## src/rtl/cca_power_hyst_detect.sv

```systemverilog
// cca_power_hyst_detect
// Channel-busy detector for the delayed power stream leaving the xpu delay FIFO.
// Uses two thresholds (hysteresis) and a minimum run length in each direction
// before it changes its decision. It also records how many valid samples each
// completed busy period lasted, so software can read that value back.
module cca_power_hyst_detect #(
  parameter int DATA_WIDTH = 8,
  parameter int CNT_WIDTH  = 6,
  parameter int DUR_WIDTH  = 16
) (
  input  logic                  clk,
  input  logic                  rst,
  input  logic                  enable,
  input  logic [DATA_WIDTH-1:0] thr_high,
  input  logic [DATA_WIDTH-1:0] thr_low,
  input  logic [CNT_WIDTH-1:0]  min_busy_len,
  input  logic [CNT_WIDTH-1:0]  min_idle_len,
  input  logic [DATA_WIDTH-1:0] data_in,
  input  logic                  data_in_valid,
  output logic                  ch_busy,
  output logic                  busy_rise,
  output logic                  busy_fall,
  output logic [DUR_WIDTH-1:0]  last_busy_dur
);

  typedef enum logic [1:0] {
    IDLE      = 2'd0,
    BUSY_PEND = 2'd1,
    BUSY      = 2'd2,
    IDLE_PEND = 2'd3
  } state_t;

  localparam logic [CNT_WIDTH:0]   RUN_ONE_X = {{CNT_WIDTH{1'b0}}, 1'b1};
  localparam logic [CNT_WIDTH-1:0] RUN_ONE   = {{(CNT_WIDTH-1){1'b0}}, 1'b1};
  localparam logic [CNT_WIDTH-1:0] RUN_ZERO  = '0;
  localparam logic [DUR_WIDTH-1:0] DUR_ONE   = {{(DUR_WIDTH-1){1'b0}}, 1'b1};
  localparam logic [DUR_WIDTH-1:0] DUR_ZERO  = '0;

  state_t                 state;
  logic [CNT_WIDTH-1:0]   run_cnt;
  logic [DUR_WIDTH-1:0]   dur_cnt;

  // The run-length arithmetic uses one extra bit. This keeps the "run_cnt+1"
  // compare free of wrap-around.
  logic [CNT_WIDTH:0]     eb_x, ei_x, run_nxt_x;
  logic                   hi_hit, lo_hit;
  logic                   eb_one, ei_one;
  logic                   busy_done, idle_done;
  logic [DUR_WIDTH-1:0]   dur_sat;

  // Decode this cycle's sample against the live thresholds and lengths.
  always_comb begin
    hi_hit    = (data_in >= thr_high);
    lo_hit    = (data_in <= thr_low);
    eb_x      = (min_busy_len == RUN_ZERO) ? RUN_ONE_X : {1'b0, min_busy_len};
    ei_x      = (min_idle_len == RUN_ZERO) ? RUN_ONE_X : {1'b0, min_idle_len};
    eb_one    = (eb_x == RUN_ONE_X);
    ei_one    = (ei_x == RUN_ONE_X);
    run_nxt_x = {1'b0, run_cnt} + RUN_ONE_X;
    // If a length is lowered in the middle of a run, ">=" ends that run.
    // With stable lengths this behaves exactly like an equality check.
    busy_done = (run_nxt_x >= eb_x);
    idle_done = (run_nxt_x >= ei_x);
    dur_sat   = (&dur_cnt) ? dur_cnt : (dur_cnt + DUR_ONE);
  end

  // Detector FSM with registered flag, pulses and busy-duration capture.
  always_ff @(posedge clk) begin
    if (rst) begin
      state         <= IDLE;
      run_cnt       <= RUN_ZERO;
      dur_cnt       <= DUR_ZERO;
      ch_busy       <= 1'b0;
      busy_rise     <= 1'b0;
      busy_fall     <= 1'b0;
      last_busy_dur <= DUR_ZERO;
    end else begin
      busy_rise <= 1'b0;
      busy_fall <= 1'b0;
      if (!enable) begin
        // Forced idle. No fall pulse here; the last captured duration is kept.
        state   <= IDLE;
        run_cnt <= RUN_ZERO;
        dur_cnt <= DUR_ZERO;
        ch_busy <= 1'b0;
      end else if (data_in_valid) begin
        unique case (state)
          IDLE: begin
            if (hi_hit) begin
              if (eb_one) begin
                state     <= BUSY;
                ch_busy   <= 1'b1;
                busy_rise <= 1'b1;
                dur_cnt   <= DUR_ONE;
                run_cnt   <= RUN_ZERO;
              end else begin
                state   <= BUSY_PEND;
                run_cnt <= RUN_ONE;
              end
            end
          end
          BUSY_PEND: begin
            if (hi_hit) begin
              if (busy_done) begin
                state     <= BUSY;
                ch_busy   <= 1'b1;
                busy_rise <= 1'b1;
                dur_cnt   <= DUR_ONE;
                run_cnt   <= RUN_ZERO;
              end else begin
                run_cnt <= run_nxt_x[CNT_WIDTH-1:0];
              end
            end else begin
              state   <= IDLE;
              run_cnt <= RUN_ZERO;
            end
          end
          BUSY: begin
            if (lo_hit && ei_one) begin
              state         <= IDLE;
              ch_busy       <= 1'b0;
              busy_fall     <= 1'b1;
              last_busy_dur <= dur_sat;
              dur_cnt       <= DUR_ZERO;
              run_cnt       <= RUN_ZERO;
            end else begin
              dur_cnt <= dur_sat;
              if (lo_hit) begin
                state   <= IDLE_PEND;
                run_cnt <= RUN_ONE;
              end
            end
          end
          IDLE_PEND: begin
            if (lo_hit && idle_done) begin
              state         <= IDLE;
              ch_busy       <= 1'b0;
              busy_fall     <= 1'b1;
              last_busy_dur <= dur_sat;
              dur_cnt       <= DUR_ZERO;
              run_cnt       <= RUN_ZERO;
            end else begin
              dur_cnt <= dur_sat;
              if (lo_hit) begin
                run_cnt <= run_nxt_x[CNT_WIDTH-1:0];
              end else begin
                state   <= BUSY;
                run_cnt <= RUN_ZERO;
              end
            end
          end
          default: begin
            state   <= IDLE;
            run_cnt <= RUN_ZERO;
          end
        endcase
      end
    end
  end

endmodule

```

## config.mk

```make
export PLATFORM = sky130hd
export DESIGN_NAME = cca_power_hyst_detect
export DESIGN_NICKNAME = d
export VERILOG_FILES = /design/src/rtl/cca_power_hyst_detect.sv
export SDC_FILE = /design/constraint.sdc
export NUM_CORES = 1
export LEC_CHECK = 0
export CORE_MARGIN = 4
export CORE_UTILIZATION = 52
export CTS_CLUSTER_DIAMETER = 60
export DETAILED_ROUTE_END_ITERATION = 7
export MAX_ROUTING_LAYER = met4
export PLACE_DENSITY_LB_ADDON = 0.12
export SKIP_CTS_REPAIR_TIMING = 1
export SLEW_MARGIN = 20
export SYNTH_ARGS = -nofsm -noshare
export SYNTH_HDL_FRONTEND = slang
export SYNTH_SLANG_ARGS = --single-unit
```

## constraint.sdc

```tcl
create_clock -name clk -period 4.8 [get_ports clk]
set_clock_uncertainty 0.1 [all_clocks]
set_input_delay 0.96 -clock clk [delete_from_list [all_inputs] [get_ports clk]]
set_output_delay 0.96 -clock clk [all_outputs]
set_load 0.05 [all_outputs]
```

==> reports/summary.log <==
[floorplan] width of the die 82.51 um
[critical_path] endpoint required time on the critical path 4.94 ns
[final_layout] final net count 481
[critical_path] worst-path fanout max 22
[final_layout] ant diodes 0
[worst_hold_path] type of the worst min-delay path register to register
[final_layout] share of post-route cells with drive strength above 1 0.05583
[timing] number of failing hold endpoints at the final stage 0
[critical_path] type of the worst setup path primary input to register
[power_and_ir_drop] reported leakage power 1.421 nW
[timing] maximum clock rate 247.9 MHz
[synthesis] most area-consuming cells after synthesis sky130_fd_sc_hd__dfxtp_1, sky130_fd_sc_hd__ha_1, sky130_fd_sc_hd__inv_1, sky130_fd_sc_hd__nor2_1, sky130_fd_sc_hd__a21oi_1
[timing] Slew @ Worst Pin 0.7124 ns
[timing] Setup TNS 0 ns
[floorplan] number of rows created at floorplan 26
[global_routing] vias in the first global route 2,442
[floorplan] number of I/O pins 59
[clock_tree] maximum number of buffers from clock root to sink 2
[synthesis] sequential fraction of the synthesis area 0.2982
[clock_tree] TritonCTS sink count 43
[critical_path] endpoint type of the worst setup path register
[timing] worst hold slack after final layout 0.3787 ns
[floorplan] Die Height 82.51 um
[route] DRC violation count after routing 0
[place] routability-driven placement congestion ratio 0.9158
[clock_tree] TritonCTS clock tree done
[timing] min cycle time layout 4.034 ns
[final_layout] most frequent cells in the layout sky130_fd_sc_hd__clkdlybuf4s50_1, sky130_fd_sc_hd__dfxtp_1, sky130_fd_sc_hd__inv_1
[place] number of placed instances, taps included 474
[route] detailed-route vias per instance 5.778
[route] Routed wire per std cell 14.33 um
[timing] unrepaired setup endpoints after global routing no
[critical_path] crit start category primary input
[synthesis] Synth Flop Type sky130_fd_sc_hd__dfxtp_1
[synthesis] synthesized net count 427
[final_layout] post-route insts no fill 482
[clock_tree] number of buffers created by CTS 5
[clock_tree] Max H-tree Level 2
[synthesis] EDFF count, synth 0
[synthesis] fraction of synthesized cell area taken by the top area cell type 0.2982
[critical_path] highest-delay cell along the critical path sky130_fd_sc_hd__or4_1
[synthesis] synthesized area per cell 8.085 um^2
[clock_tree] clk slew on worst S/H paths 0.09 ns
[floorplan] Core Box Area 0.005238 mm^2
[global_routing] global-route wire length before repair 11.25 mm
[route] vias 2,785
[clock_tree] root buffer selected by CTS sky130_fd_sc_hd__clkbuf_8
[timing] final slew viol count 0
[timing] post-route fraction of the period consumed by the critical path 0.8404
[timing] Final setup viols 0
[place] placed wire-length estimate 5.358 mm
[synthesis] post-synthesis cell count 357
[outcome] result of the run finished clean
[global_routing] global-route total usage across every layer 0.2190
[place] placed cell area 0.003537 mm^2
[critical_path] stage delay of the slowest cell on the critical path 0.51 ns
[power_and_ir_drop] power density normalized to cell area 194.1 mW/mm^2
[synthesis] count of distinct cell types in the synthesized netlist 50
[route] post-route antenna net violation count 0
[synthesis] cell type contributing the most total cell area after synthesis sky130_fd_sc_hd__dfxtp_1
[floorplan] total die area 0.006807 mm^2
[final_layout] most common cell after layout, fill and taps aside sky130_fd_sc_hd__clkdlybuf4s50_1
[synthesis] Cell Area, Synth 0.002887 mm^2
[global_routing] antenna violations before repair 0
[critical_path] arrival time at the worst endpoint 4.17 ns
[critical_path] sequence of cells on the critical path clkdlybuf4s50_1, or4_1, nor2_1, or2_2, ha_1, nor2b_1, o21ai_0, a211oi_1, nor2_1, a211oi_2, buf_4, o21ai_0, a31oi_1
[route] DRT Wirelength 6.906 mm
[global_routing] total overflow reported by the global router 0
[power_and_ir_drop] maximum resistive drop on vdd 0.1468 mV
[clock_tree] clk_lat worst skew 0.30 ns
[route] first drt pass iteration count 5
[synthesis] number of warning messages in the yosys log 0
[synthesis] Synth Register Bits 43
[final_layout] Area Growth Syn to Fin 25.75%
[route] starting DRC count in detailed routing 178
[final_layout] final cell area excluding filler cells 0.003630 mm^2
[global_routing] largest net degree at the start of global routing 29
[synthesis] ys async rst share 0
[floorplan] starting density of the core 0.5511
[place] number of port buffers 58
[timing] remaining max-slew budget at the tightest pin 0.5219
[run] number of max-cap violations 0
-- stage by stage --
stage | util | power (mW) | worst slack [ns]
2_1_floorplan | - | 0.4270 | 0.9921
4_1_cts | 0.6930 | 0.7125 | 0.8172
5_1_grt | 0.6930 | 0.7387 | 0.4394
3_5_place_dp | 0.6753 | 0.4763 | 0.5051
6_report | 0.6930 | 0.7044 | 0.7659
3_3_place_gp | 0.6753 | 0.4739 | 0.6275
-- cell type report --
| cell class | instances | area, um^2 |
|---|---|---|
| multi-input cells | 268 | 1866 |
| fillers | 440 | 1608 |
| flip-flops and latches | 43 | 860.8 |
| repair buffers | 61 | 603.1 |
| inverters | 32 | 120.1 |
| well taps | 70 | 87.58 |
| clock buffers | 5 | 68.82 |
| clock inverters | 3 | 23.77 |
-- metal layers --
layer,GRT usage,part of all wire,vias to the layer above
li1,-,-,1405
met1,0.3136,0.50,1269
met2,0.3037,0.42,105
met3,0.04230,0.076,6
met4,0.08007,0.0093,0
met5,-,0,-
-- cells in the mapped netlist (all sizes together) (4+ instances only) --
cell / count
nand2: 27
nor2: 31
mux2i: 4
nand4: 7
and3: 8
dfxtp: 43
buf: 6
nor2b: 4
nand2b: 11
nand3: 14
ha: 30
a21oi: 22
xnor2: 11
a211oi: 12
clkbuf: 8
inv: 32
xor2: 4
o21ai: 17
a31oi: 15
-- sequential cells by signal, summed over array words and instances, names as in the netlist --
| name | cells |
|---|---|
| run_cnt | 6 |
| state | 2 |
| busy_fall | 1 |
| ch_busy | 1 |
| busy_rise | 1 |
| last_busy_dur | 16 |
| dur_cnt | 16 |
-- worst max-delay path: cells and delay by family --
family | cells | cell delay [ns]
compound gates | 5 | 1.10
buf+inv | 2 | 0.68
simple gates | 5 | 1.20
fa+ha+maj | 1 | 0.21
-- worst paths after layout --
path                                    endpoint  slack (ns)             start  depth (start not counted)
worst min-delay path            last_busy_dur[2]        0.38  last_busy_dur[2]                          2
worst max-delay path                  dur_cnt[4]        0.77   min_idle_len[2]                         13
worst min register to register  last_busy_dur[2]        0.38  last_busy_dur[2]                          2
worst max register to register        dur_cnt[4]        1.33        run_cnt[0]                         12
-- power breakdown --
part	internal, mW	leakage (nW)	switching [mW]
registers	0.357	0.346	0.00174
clock network	0.104	0.0408	0.132
logic	0.0570	1.03	0.0523
-- cells by family after synthesis --
family | count (synthesis) | synth area share
AND/OR/NAND/NOR | 121 | 0.2124
AO/OA/AOI/OAI | 95 | 0.2258
buffers and inverters | 46 | 0.06242
flip-flops | 43 | 0.2982
adder cells (fa/ha/maj) | 30 | 0.1300
XOR/XNOR | 15 | 0.04551
multiplexers | 7 | 0.02557
Note: power is estimated with default switching activity, not from simulation.
